## src/rtl/matrix_pkg.sv

```systemverilog
// Shared definitions for the matrix multiplier result path: reader FSM
// states, result word geometry and the output-select width.
package matrix_pkg;

  localparam int MAT_GRP_WORDS = 4;
  localparam int MAT_DATA_W    = 18;
  localparam int MAT_SEL_W     = 2;

  typedef enum logic [1:0] {
    IDLE     = 2'd0,
    WAIT_GRP = 2'd1,
    READ     = 2'd2,
    DRAIN    = 2'd3
  } rdr_state_t;

endpackage

```

## src/rtl/matrix_result_fifo.sv

```systemverilog
// Synchronous FIFO buffering captured result words. The pointers carry an
// extra wrap bit so that full and empty can be told apart.
module matrix_result_fifo #(
  parameter int DATA_W = 19,
  parameter int DEPTH  = 8
) (
  input  logic                      clk,
  input  logic                      rst,
  input  logic                      push,
  input  logic [DATA_W-1:0]         wdata,
  input  logic                      pop,
  output logic [DATA_W-1:0]         rdata,
  output logic                      full,
  output logic                      empty,
  output logic [$clog2(DEPTH):0]    count
);

  localparam int AW = $clog2(DEPTH);

  logic [DATA_W-1:0] mem [DEPTH];
  logic [AW:0]       wptr;
  logic [AW:0]       rptr;
  logic              do_push;
  logic              do_pop;

  assign empty = (wptr == rptr);
  assign full  = (wptr[AW] != rptr[AW]) && (wptr[AW-1:0] == rptr[AW-1:0]);
  assign count = wptr - rptr;

  // A pop in the same cycle frees the slot, so a push into a full FIFO
  // still succeeds when it coincides with a pop.
  assign do_pop  = pop && !empty;
  assign do_push = push && (!full || do_pop);

  always_ff @(posedge clk or posedge rst) begin
    if (rst) begin
      wptr <= '0;
      rptr <= '0;
    end else begin
      if (do_push) wptr <= wptr + 1'b1;
      if (do_pop)  rptr <= rptr + 1'b1;
    end
  end

  always_ff @(posedge clk) begin
    if (do_push) mem[wptr[AW-1:0]] <= wdata;
  end

  assign rdata = empty ? '0 : mem[rptr[AW-1:0]];

endmodule

```

## src/rtl/matrix_result_reader.sv

```systemverilog
// Steps p_sel through each result group of matrixTOP, captures P_out words
// into a FIFO and streams them out on valid/ready with a last-word tag.
module matrix_result_reader
  import matrix_pkg::*;
#(
  parameter int NUM_GROUPS = 4,
  parameter int FIFO_DEPTH = 8,
  parameter int DATA_W     = MAT_DATA_W
) (
  input  logic                  clk,
  input  logic                  rst,
  input  logic                  start,
  input  logic                  grp_ready,
  output logic [MAT_SEL_W-1:0]  p_sel,
  input  logic [DATA_W-1:0]     p_out,
  output logic                  m_valid,
  input  logic                  m_ready,
  output logic [DATA_W-1:0]     m_data,
  output logic                  m_last,
  output logic                  busy,
  output logic                  done,
  output logic                  err_grp,
  output logic [1:0]            fsm_state
);

  // Stream handshake: a word transfers on a cycle where m_valid and m_ready
  // are both high; m_valid/m_data hold until that transfer occurs.

  localparam int CNT_W = $clog2(FIFO_DEPTH) + 1;
  localparam int GRP_W = $clog2(NUM_GROUPS + 1);

  rdr_state_t          state;
  rdr_state_t          state_n;
  logic [GRP_W-1:0]    grp_cnt;
  logic [MAT_SEL_W-1:0] sel_cnt;
  logic                pend;
  logic                pend_last;
  logic                cap_valid;
  logic                cap_last;
  logic [DATA_W-1:0]   cap_data;

  logic [DATA_W:0]     fifo_rdata;
  logic                fifo_full;
  logic                fifo_empty;
  logic [CNT_W-1:0]    fifo_count;
  logic [CNT_W-1:0]    free_slots;
  logic [CNT_W-1:0]    inflight;

  logic                issue;
  logic                last_sel;
  logic                grp_last;
  logic                start_ok;
  logic                fin;

  assign free_slots = fifo_full ? '0 : (CNT_W'(FIFO_DEPTH) - fifo_count);
  // Words already selected or captured but not yet in the FIFO.
  assign inflight   = CNT_W'(pend) + CNT_W'(cap_valid);
  assign issue      = (state == READ) && (free_slots > inflight);
  assign last_sel   = (sel_cnt == MAT_SEL_W'(MAT_GRP_WORDS - 1));
  assign grp_last   = (grp_cnt == GRP_W'(NUM_GROUPS - 1));
  assign start_ok   = (state == IDLE) && start;
  assign fin        = (state == DRAIN) && m_valid && m_ready && fifo_rdata[DATA_W];

  always_comb begin
    state_n = state;
    case (state)
      IDLE:     if (start)     state_n = WAIT_GRP;
      WAIT_GRP: if (grp_ready) state_n = READ;
      READ:     if (issue && last_sel) state_n = grp_last ? DRAIN : WAIT_GRP;
      DRAIN:    if (fin)       state_n = IDLE;
      default:                 state_n = IDLE;
    endcase
  end

  always_ff @(posedge clk or posedge rst) begin
    if (rst) begin
      state     <= IDLE;
      grp_cnt   <= '0;
      sel_cnt   <= '0;
      p_sel     <= '0;
      pend      <= 1'b0;
      pend_last <= 1'b0;
      cap_valid <= 1'b0;
      cap_last  <= 1'b0;
      cap_data  <= '0;
      done      <= 1'b0;
      err_grp   <= 1'b0;
    end else begin
      state     <= state_n;
      done      <= fin;
      pend      <= issue;
      pend_last <= issue && last_sel && grp_last;
      cap_valid <= pend;
      cap_last  <= pend_last;
      if (pend) cap_data <= p_out;

      if (start_ok) begin
        grp_cnt <= '0;
        sel_cnt <= '0;
      end else if (issue) begin
        sel_cnt <= sel_cnt + 1'b1;
        if (last_sel) grp_cnt <= grp_cnt + 1'b1;
      end

      if (start_ok)
        err_grp <= 1'b0;
      else if ((state == READ) && !grp_ready)
        err_grp <= 1'b1;

      // p_sel must stay put while its word is still being captured; it
      // parks at 0 once a group boundary has fully settled.
      if (issue)
        p_sel <= sel_cnt;
      else if (!pend && (sel_cnt == '0))
        p_sel <= '0;
    end
  end

  matrix_result_fifo #(
    .DATA_W (DATA_W + 1),
    .DEPTH  (FIFO_DEPTH)
  ) u_fifo (
    .clk   (clk),
    .rst   (rst),
    .push  (cap_valid),
    .wdata ({cap_last, cap_data}),
    .pop   (m_ready),
    .rdata (fifo_rdata),
    .full  (fifo_full),
    .empty (fifo_empty),
    .count (fifo_count)
  );

  assign m_valid   = !fifo_empty;
  assign m_data    = fifo_rdata[DATA_W-1:0];
  assign m_last    = fifo_rdata[DATA_W];
  assign busy      = (state != IDLE);
  assign fsm_state = state;

endmodule
```

## config.mk

```make
export PLATFORM = sky130hd
export DESIGN_NAME = matrix_result_reader
export DESIGN_NICKNAME = d
export VERILOG_FILES = /design/src/rtl/matrix_pkg.sv /design/src/rtl/matrix_result_fifo.sv /design/src/rtl/matrix_result_reader.sv
export SDC_FILE = /design/constraint.sdc
export NUM_CORES = 1
export LEC_CHECK = 0
export ABC_AREA = 1
export BUFFER_PORTS_ARGS = -buffer_cell sky130_fd_sc_hd__buf_2
export CAP_MARGIN = 20
export CORE_UTILIZATION = 30
export CTS_BUF_LIST = sky130_fd_sc_hd__clkbuf_16
export DETAILED_ROUTE_END_ITERATION = 12
export PLACE_DENSITY_LB_ADDON = 0.3
export SKIP_LAST_GASP = 1
export SLEW_MARGIN = 5
export SYNTH_ARGS = -nofsm -noshare
export SYNTH_HDL_FRONTEND = slang
export SYNTH_SLANG_ARGS = --single-unit
```

## constraint.sdc

```tcl
create_clock -name clk -period 4 [get_ports clk]
set_input_delay 0.8 -clock clk [delete_from_list [all_inputs] [get_ports clk]]
set_output_delay 0.8 -clock clk [all_outputs]
set_load 0.05 [all_outputs]
```

==> qor.txt, run 1 <==
Outcome: complete, but fails checks
Violated checks: design-rule violations
Layout Skew: 0.00909 ns
Full die area: 27000 um2
CTS tree: done
Layout cell share with drive strength beyond 1: 19.5%
Commonest non-fill, non-tap cells in the layout: 152 x edfxtp_1, 120 x nor2_1, 92 x o21ai_0, 54 x nand2_1, 49 x buf_2
Max transition margin: 41.2%
Routability cong.: 0.749
# DRC: 2
Total core area: 26000 um2
Post-synthesis cell area: 7920 um2
First-pass GRT wire length: 27.3 mm
Pin count of the biggest net entering global routing: 80
Endpoints failing hold: 0
Remaining antenna violation count: 0
Vias in the first global route: 4642
Avg Cell Area, Syn: 12.3 um2
Clock transition at path regs: 0.07 ns
Setup violators final: 0
Post-synth EDFFs: 152
Syn Nets: 679
Wire length on met3: 754 um
Hold-fix buffers, CTS: 0
Synth Instances: 642
Post-CTS Setup Bufs: 0
Area Overhead vs Synth: 15.7%
Fmax achieved: 300 MHz
Root buf cell: clkbuf_16
TritonCTS Buffers: 17
Req. time, crit path: 3.20 ns
H-tree depth: 4
Most common cell after layout, fill and taps aside: edfxtp_1
Sequential cell area: 5590 um2
RSZ-0062 raised after global routing: no
Congestion Overflow GR: 0
Measured slew at the worst slew-check pin: 0.882 ns
Max Root-Sink Buffers: 2
WS Path Type: reg2out
Unique masters post-synth: 32
Register area share after synthesis: 70.6%
Post-synthesis register bit count: 193
Routed met2 length: 8.46 mm
WL final: 17.5 mm
CP Max Fanout: 32
Ys flop type: edfxtp_1
Via density per instance: 4.64
Via count: 4826
Diodes inserted: 0
NumNets Final: 728
Number of primary I/O pins: 50
HPWL after detailed placement: 10.1 mm
Pins over their slew limit: 0
DR top layer: met4
Async SR Flop Fraction: 21.2%
CP arrival: 2.54 ns
Period utilisation layout: 83.5%
Multi-input gate area: 2030 um2
M1 WL: 8.09 mm
Row cnt: 59
Fill count: 2529
Sum Neg Setup Slack: 0 ns
Kind of end point of the critical path: output pin
Number of port buffers: 49
DR WL/cell: 16.8 um
CTS sink count: 193
CP startpoint kind: flip-flop
Maxcap violations: 0
Die height: 164 um
Total track usage: 13.7%
Die width: 164 um
Starting Density: 30.5%
Crit path time final: 3.34 ns
Ys Warns: 0
Pre-Repair DR Iteration Count: 10
Worst-Skew Late Latency: 0.42 ns
Fin worst setup slack: 0.662 ns
Worst hold path type: reg2reg
Initial DRC count: 368
Post-CTS Resized: 0
Antenna violations before repair: 0
Dpl ws: 0.980 ns
## registers in the layout (all words and copies together) (netlist names)
name / flops
sel_cnt: 2
cap_last: 1
u_fifo.rptr: 4
fsm_state: 2
grp_cnt: 3
cap_data: 18
u_fifo.mem: 152
p_sel: 2
cap_valid: 1
u_fifo.wptr: 4
pend: 1
pend_last: 1
done: 1
err_grp: 1
## cell usage after synthesis (5+ instances only)
cell type | count | area, um2
buf_2 | 13 | 65.1
clkbuf_1 | 15 | 56.3
dfrtp_1 | 41 | 1030
edfxtp_1 | 152 | 4560
ha_1 | 13 | 163
inv_1 | 35 | 131
mux2_2 | 18 | 203
nand2_1 | 54 | 203
nor2_1 | 127 | 477
o21ai_0 | 92 | 460
o21ai_1 | 9 | 45.0
o22ai_1 | 37 | 231
xor2_1 | 5 | 43.8
## kinds of logic after synthesis
group	after synthesis	synth area share, %
adders and majority gates	14	2.31
muxes	18	2.56
buffers and inverters	71	3.89
xor gates and xnor gates	6	0.664
DFF	193	70.6
and+or+nand+nor	198	10.3
AOI/OAI and AO/OA	142	9.69
## metrics by stage
step / hold WS (ns) / cells / util [%] / instance area (um2)
2_1_floorplan: 0.331 / 642 / - / 7920
3_3_place_gp: 0.331 / 1007 / 32.9 / 8550
3_5_place_dp: 0.340 / 1007 / 32.9 / 8550
4_1_cts: 0.371 / 1039 / 35.2 / 9160
5_1_grt: 0.374 / 1039 / 35.2 / 9160
6_report: 0.360 / 1039 / 35.2 / 9160
## layer usage
metal | up-vias | track usage (%)
li1 | 2359 | -
met1 | 2367 | 18.9
met5 | - | 0
met4 | 0 | 4.34
met3 | 8 | 2.91
met2 | 92 | 21.5
## layout make-up
| type | instances | share of cell area, % |
|---|---|---|
| Timing Repair Buffer | 63 | 3.96 |
| Sequential cell | 193 | 61.1 |
| Tap cell | 335 | 4.58 |
| Clock inverter | 15 | 1.97 |
| Multi-Input combinational cell | 378 | 22.2 |
| Inverter | 38 | 1.57 |
| Clock buffer | 17 | 4.65 |
## critical path, cell delays in order, from the launching register on
cell,delay [ns]
dfrtp_1,0.54
inv_1,0.29
buf_4,0.41
o21ai_0,0.15
o22ai_1,0.15
o21ai_0,0.10
nor2_1,0.18
buf_2,0.29
## final timing paths
| check | start | to | slack, ns | depth (start not counted) |
|---|---|---|---|---|
| max | u_fifo.rptr[1]$_DFFE_PP0P_ | m_data[0] | 0.66 | 7 |
| min | pend_last$_DFF_PP0_ | cap_last$_DFF_PP0_ | 0.36 | 0 |
| max reg2reg | u_fifo.rptr[1]$_DFFE_PP0P_ | u_fifo.mem[4][10]$_DFFE_PP_ | 1.02 | 10 |
| min reg2reg | pend_last$_DFF_PP0_ | cap_last$_DFF_PP0_ | 0.36 | 0 |
| max in group asynchronous | rst | cap_data[8]$_DFFE_PP0P_ | 2.93 | 3 |
| min in group asynchronous | rst | cap_data[13]$_DFFE_PP0P_ | 0.37 | 2 |
Power of run 1 is left out: the tool's default activity adds up to more than one toggle a clock period on the data nets, which glitch-free logic cannot reach.
==> run 2, diff against run 1 <==
Clock period 4 ns to 3.11 ns, I/O delays scaled along.
==> run 2 against run 1 <==
  * The flow now finishes without violations
  * Core utilization up 0.47 points
  * Critical path depth grew 2
  * Non-clock buffer count grew 11
  * Die area unchanged
  * Final cell count increased by 1.1%
  * Wire length is essentially flat
  * Critical endpoint is now m_data[7]
==> qor.txt, run 2 (same netlist as run 1, synthesis figures left out) <==
Outcome: finished, final reports clean
WP buf/inv: 4 (+1)
Clock transition at path regs: 0.07 ns (about the same)
Remaining antenna violation count: 0 (unchanged)
Depth of the worst register-to-register path: 12 (+2)
CTS sink count: 193 (unchanged)
Reg2reg end: u_fifo.mem[1][15]$_DFFE_PP_
Layout cell share with drive strength beyond 1: 21.4% (+1.9 points)
Fin worst setup slack: 0.185 ns (-0.477 ns)
Post-CTS Setup Bufs: 0 (unchanged)
Req. time, crit path: 2.49 ns (-0.71 ns)
Routability cong.: 0.739 (-1.2%)
Starting Density: 30.5% (unchanged)
Pins over their slew limit: 0 (unchanged)
Full die area: 27000 um2 (unchanged)
Worst-Skew Late Latency: 0.43 ns (about the same)
Crit path cell chain: inv_1, ha_1, inv_1, nor2_1, nand2_2, buf_12, o21ai_0, nor2_1, buf_2
Maxcap violations: 0 (unchanged)
End-of-flow core utilization: 35.7% (+0.47 points)
Via count: 4888 (+1.3%)
Root buf cell: clkbuf_16
First-pass GRT wire length: 27.5 mm (+0.76%)
CP max stage delay: 0.39 ns (-0.15 ns)
Crit-path leading delay family: buffers and inverters
Die height: 164 um (unchanged)
CP startpoint kind: flip-flop
Pin count of the biggest net entering global routing: 80 (unchanged)
Total core area: 26000 um2 (unchanged)
Reg2reg start: u_fifo.wptr[2]$_DFFE_PP0P_
Layout Skew: 0.00834 ns (-0.000749 ns)
Commonest non-fill, non-tap cells in the layout: 152 x edfxtp_1, 111 x nor2_1, 92 x o21ai_0, 54 x nand2_1, 49 x buf_2
RSZ-0062 raised after global routing: no
Max Root-Sink Buffers: 2 (unchanged)
Die width: 164 um (unchanged)
# DRC: 0 (-2)
H-tree depth: 4 (unchanged)
Slowest CP cell: dfrtp_1
Measured slew at the worst slew-check pin: 0.595 ns (-0.287 ns)
R2R Setup Slk: 0.62 ns (-0.40 ns)
Area Overhead vs Synth: 17.2%
Vias in the first global route: 4747 (+2.3%)
NumNets Final: 739 (+1.5%)
Sum Neg Setup Slack: 0 ns (unchanged)
Max FFs per register: 152 (unchanged)
Initial DRC count: 296 (-20%)
Via density per instance: 4.66 (+0.22%)
HPWL after detailed placement: 10.6 mm (+4.8%)
Number of primary I/O pins: 50 (unchanged)
Fmax achieved: 342 MHz
WL final: 17.5 mm (about the same)
TritonCTS Buffers: 17 (unchanged)
Antenna violations before repair: 0 (unchanged)
Congestion Overflow GR: 0 (unchanged)
Period utilisation layout: 94.0%
Setup violators final: 0 (unchanged)
Endpoints failing hold: 0 (unchanged)
CP Max Fanout: 13 (-59%)
Worst hold path type: in2async
Number of port buffers: 49 (unchanged)
WS Path Type: reg2out
Total track usage: 13.8% (+0.11 points)
Post-CTS Resized: 0 (unchanged)
DR WL/cell: 16.6 um (-0.98%)
Hold-fix buffers, CTS: 0 (unchanged)
Placed cells: 1018 (+1.1%)
Dpl ws: 0.486 ns (-0.494 ns)
Row cnt: 59 (unchanged)
Pre-Repair DR Iteration Count: 4 (-6)
Kind of end point of the critical path: output pin
CTS tree: done
Most common cell after layout, fill and taps aside: edfxtp_1
Crit path time final: 2.92 ns
CP arrival: 2.30 ns (-0.24 ns)
Filler-free cell count of the finished design: 1050 (+1.1%)
Max transition margin: 60.3% (+19 points)
Fill count: 2549 (+0.79%)
Diodes inserted: 0 (unchanged)
[run 2: worst max-delay path by stage]
stage	from	endpoint	slack [ns]	cells past startpoint
2_1_floorplan	u_fifo.rptr[0]$_DFFE_PP0P_	u_fifo.mem[0][0]$_DFFE_PP_	0.12	12
3_3_place_gp	u_fifo.rptr[0]$_DFFE_PP0P_	m_data[5]	0.46	6
3_5_place_dp	u_fifo.rptr[0]$_DFFE_PP0P_	m_data[5]	0.49	6
4_1_cts	u_fifo.rptr[0]$_DFFE_PP0P_	m_data[5]	0.02	6
5_1_grt	u_fifo.wptr[2]$_DFFE_PP0P_	m_data[7]	0.03	9
6_report	u_fifo.wptr[2]$_DFFE_PP0P_	m_data[7]	0.19	9
[run 2: cell type report]
cell class                 instances  area [um2]  area share, %
clock buffer                      17         425           4.58
clock inverter                    15         143           1.54
inverter                          38         144           1.55
multi-input combinational        378        2060           22.2
sequential                       193        5590           60.3
tap                              335         419           4.52
timing repair buffer              74         499           5.38
[run 2: through the flow]
step / cell area, um2 / hold WS, ns
5_1_grt: 9280 / 0.284
6_report: 9280 / 0.245
3_3_place_gp: 8710 / 0.334
3_5_place_dp: 8710 / 0.349
4_1_cts: 9280 / 0.264
2_1_floorplan: 7940 / 0.331
[run 2: worst register-to-register path, cell delays in order, from the launching register on]
cell	delay [ns]
dfrtp_1	0.39
inv_1	0.13
ha_1	0.28
inv_1	0.07
nor2_1	0.06
nand2_2	0.22
nand2_4	0.10
nand2_2	0.07
nand2_2	0.06
clkinv_2	0.08
nand2_4	0.07
nor2_2	0.36
buf_4	0.28
[run 2: routing by layer]
| layer | wire, um | up-vias | track usage, % |
|---|---|---|---|
| li1 | - | 2380 | - |
| met1 | 8380 | 2407 | 18.9 |
| met2 | 8220 | 89 | 22.1 |
| met3 | 686 | 12 | 2.86 |
| met4 | 192 | 0 | 4.09 |
| met5 | 0 | - | 0 |
Power of run 2 is left out for the same reason.
==> run 3, diff against run 2 <==
Settings changed: PLACE_DENSITY set to 0.52, PLACE_DENSITY_LB_ADDON 0.3 to not set.
==> run 3 against run 2 <==
  * Core utilization fell by 0.13 points
  * Non-clock buffer count did not move
  * Sequential share of layout area rose by 0.22 points
  * Clock skew rose by 0.0045 ns
  * Via count fell by 1.1%
  * Register-to-register slack barely moved
==> qor.txt, run 3 (same netlist as run 1, synthesis figures left out) <==
Outcome: finished, final reports clean
Root buf cell: clkbuf_16
Dpl ws: 0.486 ns (+0.0000530 ns)
Pre-Repair DR Iteration Count: 4 (unchanged)
Max Root-Sink Buffers: 2 (unchanged)
Reg2reg end: p_sel[0]$_DFFE_PP0P_
Via count: 4833 (-1.1%)
H-tree depth: 4 (unchanged)
Vias in the first global route: 4840 (+2.0%)
CP max stage delay: 0.37 ns (-0.02 ns)
Sum Neg Setup Slack: 0 ns (unchanged)
CTS sink count: 193 (unchanged)
Initial DRC count: 340 (+15%)
Met1 Track Usage GR: 19.2% (+0.29 points)
Row cnt: 59 (unchanged)
WP buf/inv: 4 (unchanged)
Crit-path leading delay family: buffers and inverters
TritonCTS Buffers: 17 (unchanged)
Max transition margin: 52.7% (-7.6 points)
Pin count of the biggest net entering global routing: 80 (unchanged)
NumNets Final: 739 (unchanged)
Layout Skew: 0.0129 ns (+0.00453 ns)
Clock transition at path regs: 0.07 ns (about the same)
Reg2reg start: u_fifo.wptr[2]$_DFFE_PP0P_
First-pass GRT wire length: 27.6 mm (+0.37%)
Grt met3 use: 2.39% (-0.48 points)
Total track usage: 14.0% (+0.15 points)
CP arrival: 2.29 ns (about the same)
GRT busiest layer: met2
Die height: 164 um (unchanged)
Met2 Usage GRT: 22.3% (+0.15 points)
CP Max Fanout: 12 (-1)
Period utilisation layout: 93.7% (-0.35 points)
Worst-Skew Late Latency: 0.43 ns (about the same)
R2R Setup Slk: 0.63 ns (about the same)
Area Overhead vs Synth: 16.8%
CP startpoint kind: flip-flop
Setup violators final: 0 (unchanged)
Kind of end point of the critical path: output pin
Worst hold path type: in2async
Antenna violations before repair: 0 (unchanged)
DR WL/cell: 16.7 um (+0.58%)
Multi-input gate area: 2060 um2 (+0.24%)
Remaining antenna violation count: 0 (unchanged)
Crit path cell chain: inv_1, ha_1, inv_1, nor2_1, nand2_4, buf_4, o21ai_0, nor2_2, buf_2
Die width: 164 um (unchanged)
Number of port buffers: 49 (unchanged)
Endpoints failing hold: 0 (unchanged)
Fmax achieved: 343 MHz (+0.37%)
RSZ-0062 raised after global routing: no
WS Path Type: reg2out
Crit path time final: 2.91 ns (-0.0108 ns)
Depth of the worst register-to-register path: 15 (+3)
Starting Density: 30.5% (unchanged)
Fill count: 2552 (+0.12%)
Crit-path most repeated cell: inv_1
Diodes inserted: 0 (unchanged)
Via density per instance: 4.60 (-1.1%)
Total core area: 26000 um2 (unchanged)
Commonest non-fill, non-tap cells in the layout: 152 x edfxtp_1, 111 x nor2_1, 92 x o21ai_0, 54 x nand2_1, 49 x buf_2
Layout cell share with drive strength beyond 1: 21.7% (+0.28 points)
Routability cong.: 0.743 (+0.50%)
Slowest CP cell: dfrtp_1
# DRC: 0 (unchanged)
CTS tree: done
Hold-fix buffers, CTS: 0 (unchanged)
Measured slew at the worst slew-check pin: 0.708 ns (+0.113 ns)
HPWL after detailed placement: 10.5 mm (-1.2%)
Number of primary I/O pins: 50 (unchanged)
Pins over their slew limit: 0 (unchanged)
Maxcap violations: 0 (unchanged)
Full die area: 27000 um2 (unchanged)
Congestion Overflow GR: 0 (unchanged)
Req. time, crit path: 2.49 ns (about the same)
WL final: 17.6 mm (+0.58%)
Number of cells on the critical path: 9 (unchanged)
Sequential cell area: 5590 um2 (unchanged)
Fin worst setup slack: 0.196 ns (+0.0108 ns)
Most common cell after layout, fill and taps aside: edfxtp_1
Worst hold slack: 0.295 ns (+0.0499 ns)
Max FFs per register: 152 (unchanged)
[run 3: area by class of cell]
| cell class | instances | area share (%) |
|---|---|---|
| Sequential cell | 193 | 60.5 |
| Inverter | 38 | 1.56 |
| Timing Repair Buffer | 74 | 5.31 |
| Clock inverter | 14 | 0.947 |
| Tap cell | 335 | 4.53 |
| Multi-Input combinational cell | 378 | 22.3 |
| Clock buffer | 18 | 4.87 |
[run 3: timing repair]
item / 4_1_cts / 5_1_grt
setup endpoints to repair: 0 / 19
resized for setup: 0 / 3
setup buffers: 0 / 0
[run 3: per-layer routing]
layer  share of wire, %  routed length, um  vias up
met5                  0                  0        -
met4                1.4                250        0
met3                4.2                733       14
met2                 46               8170       84
met1                 48               8420     2367
li1                   -                  -     2368
[run 3: through the flow]
step                      utilization (%)  cell area (um2)  cells
after floorplan                         -             7940    642
after global placement               33.5             8690   1018
after detailed placement             33.5             8690   1018
after CTS                            35.5             9230   1050
after global routing                 35.6             9250   1050
final                                35.6             9250   1050
[run 3: worst register-to-register path, stage by stage, from the launching register on]
cell	delay (ns)
dfrtp_1	0.37
inv_1	0.09
ha_1	0.33
inv_1	0.05
nor2_1	0.23
nand2_1	0.12
inv_1	0.10
nor2_1	0.05
ha_1	0.30
inv_1	0.06
nor2_1	0.03
o21ai_0	0.15
nand2_1	0.11
nand2_1	0.11
o21ai_0	0.12
o21ai_0	0.18
[run 3: how the worst max path moves through the flow]
stage	startpoint	to	slack, ns
6_report	u_fifo.wptr[2]$_DFFE_PP0P_	m_data[10]	0.20
5_1_grt	u_fifo.rptr[0]$_DFFE_PP0P_	m_data[7]	0.006
4_1_cts	u_fifo.rptr[0]$_DFFE_PP0P_	m_data[2]	0.0006
3_5_place_dp	u_fifo.rptr[0]$_DFFE_PP0P_	m_data[2]	0.49
3_3_place_gp	u_fifo.rptr[0]$_DFFE_PP0P_	m_data[7]	0.49
2_1_floorplan	u_fifo.rptr[0]$_DFFE_PP0P_	u_fifo.mem[0][0]$_DFFE_PP_	0.12
Power of run 3 is left out for the same reason.
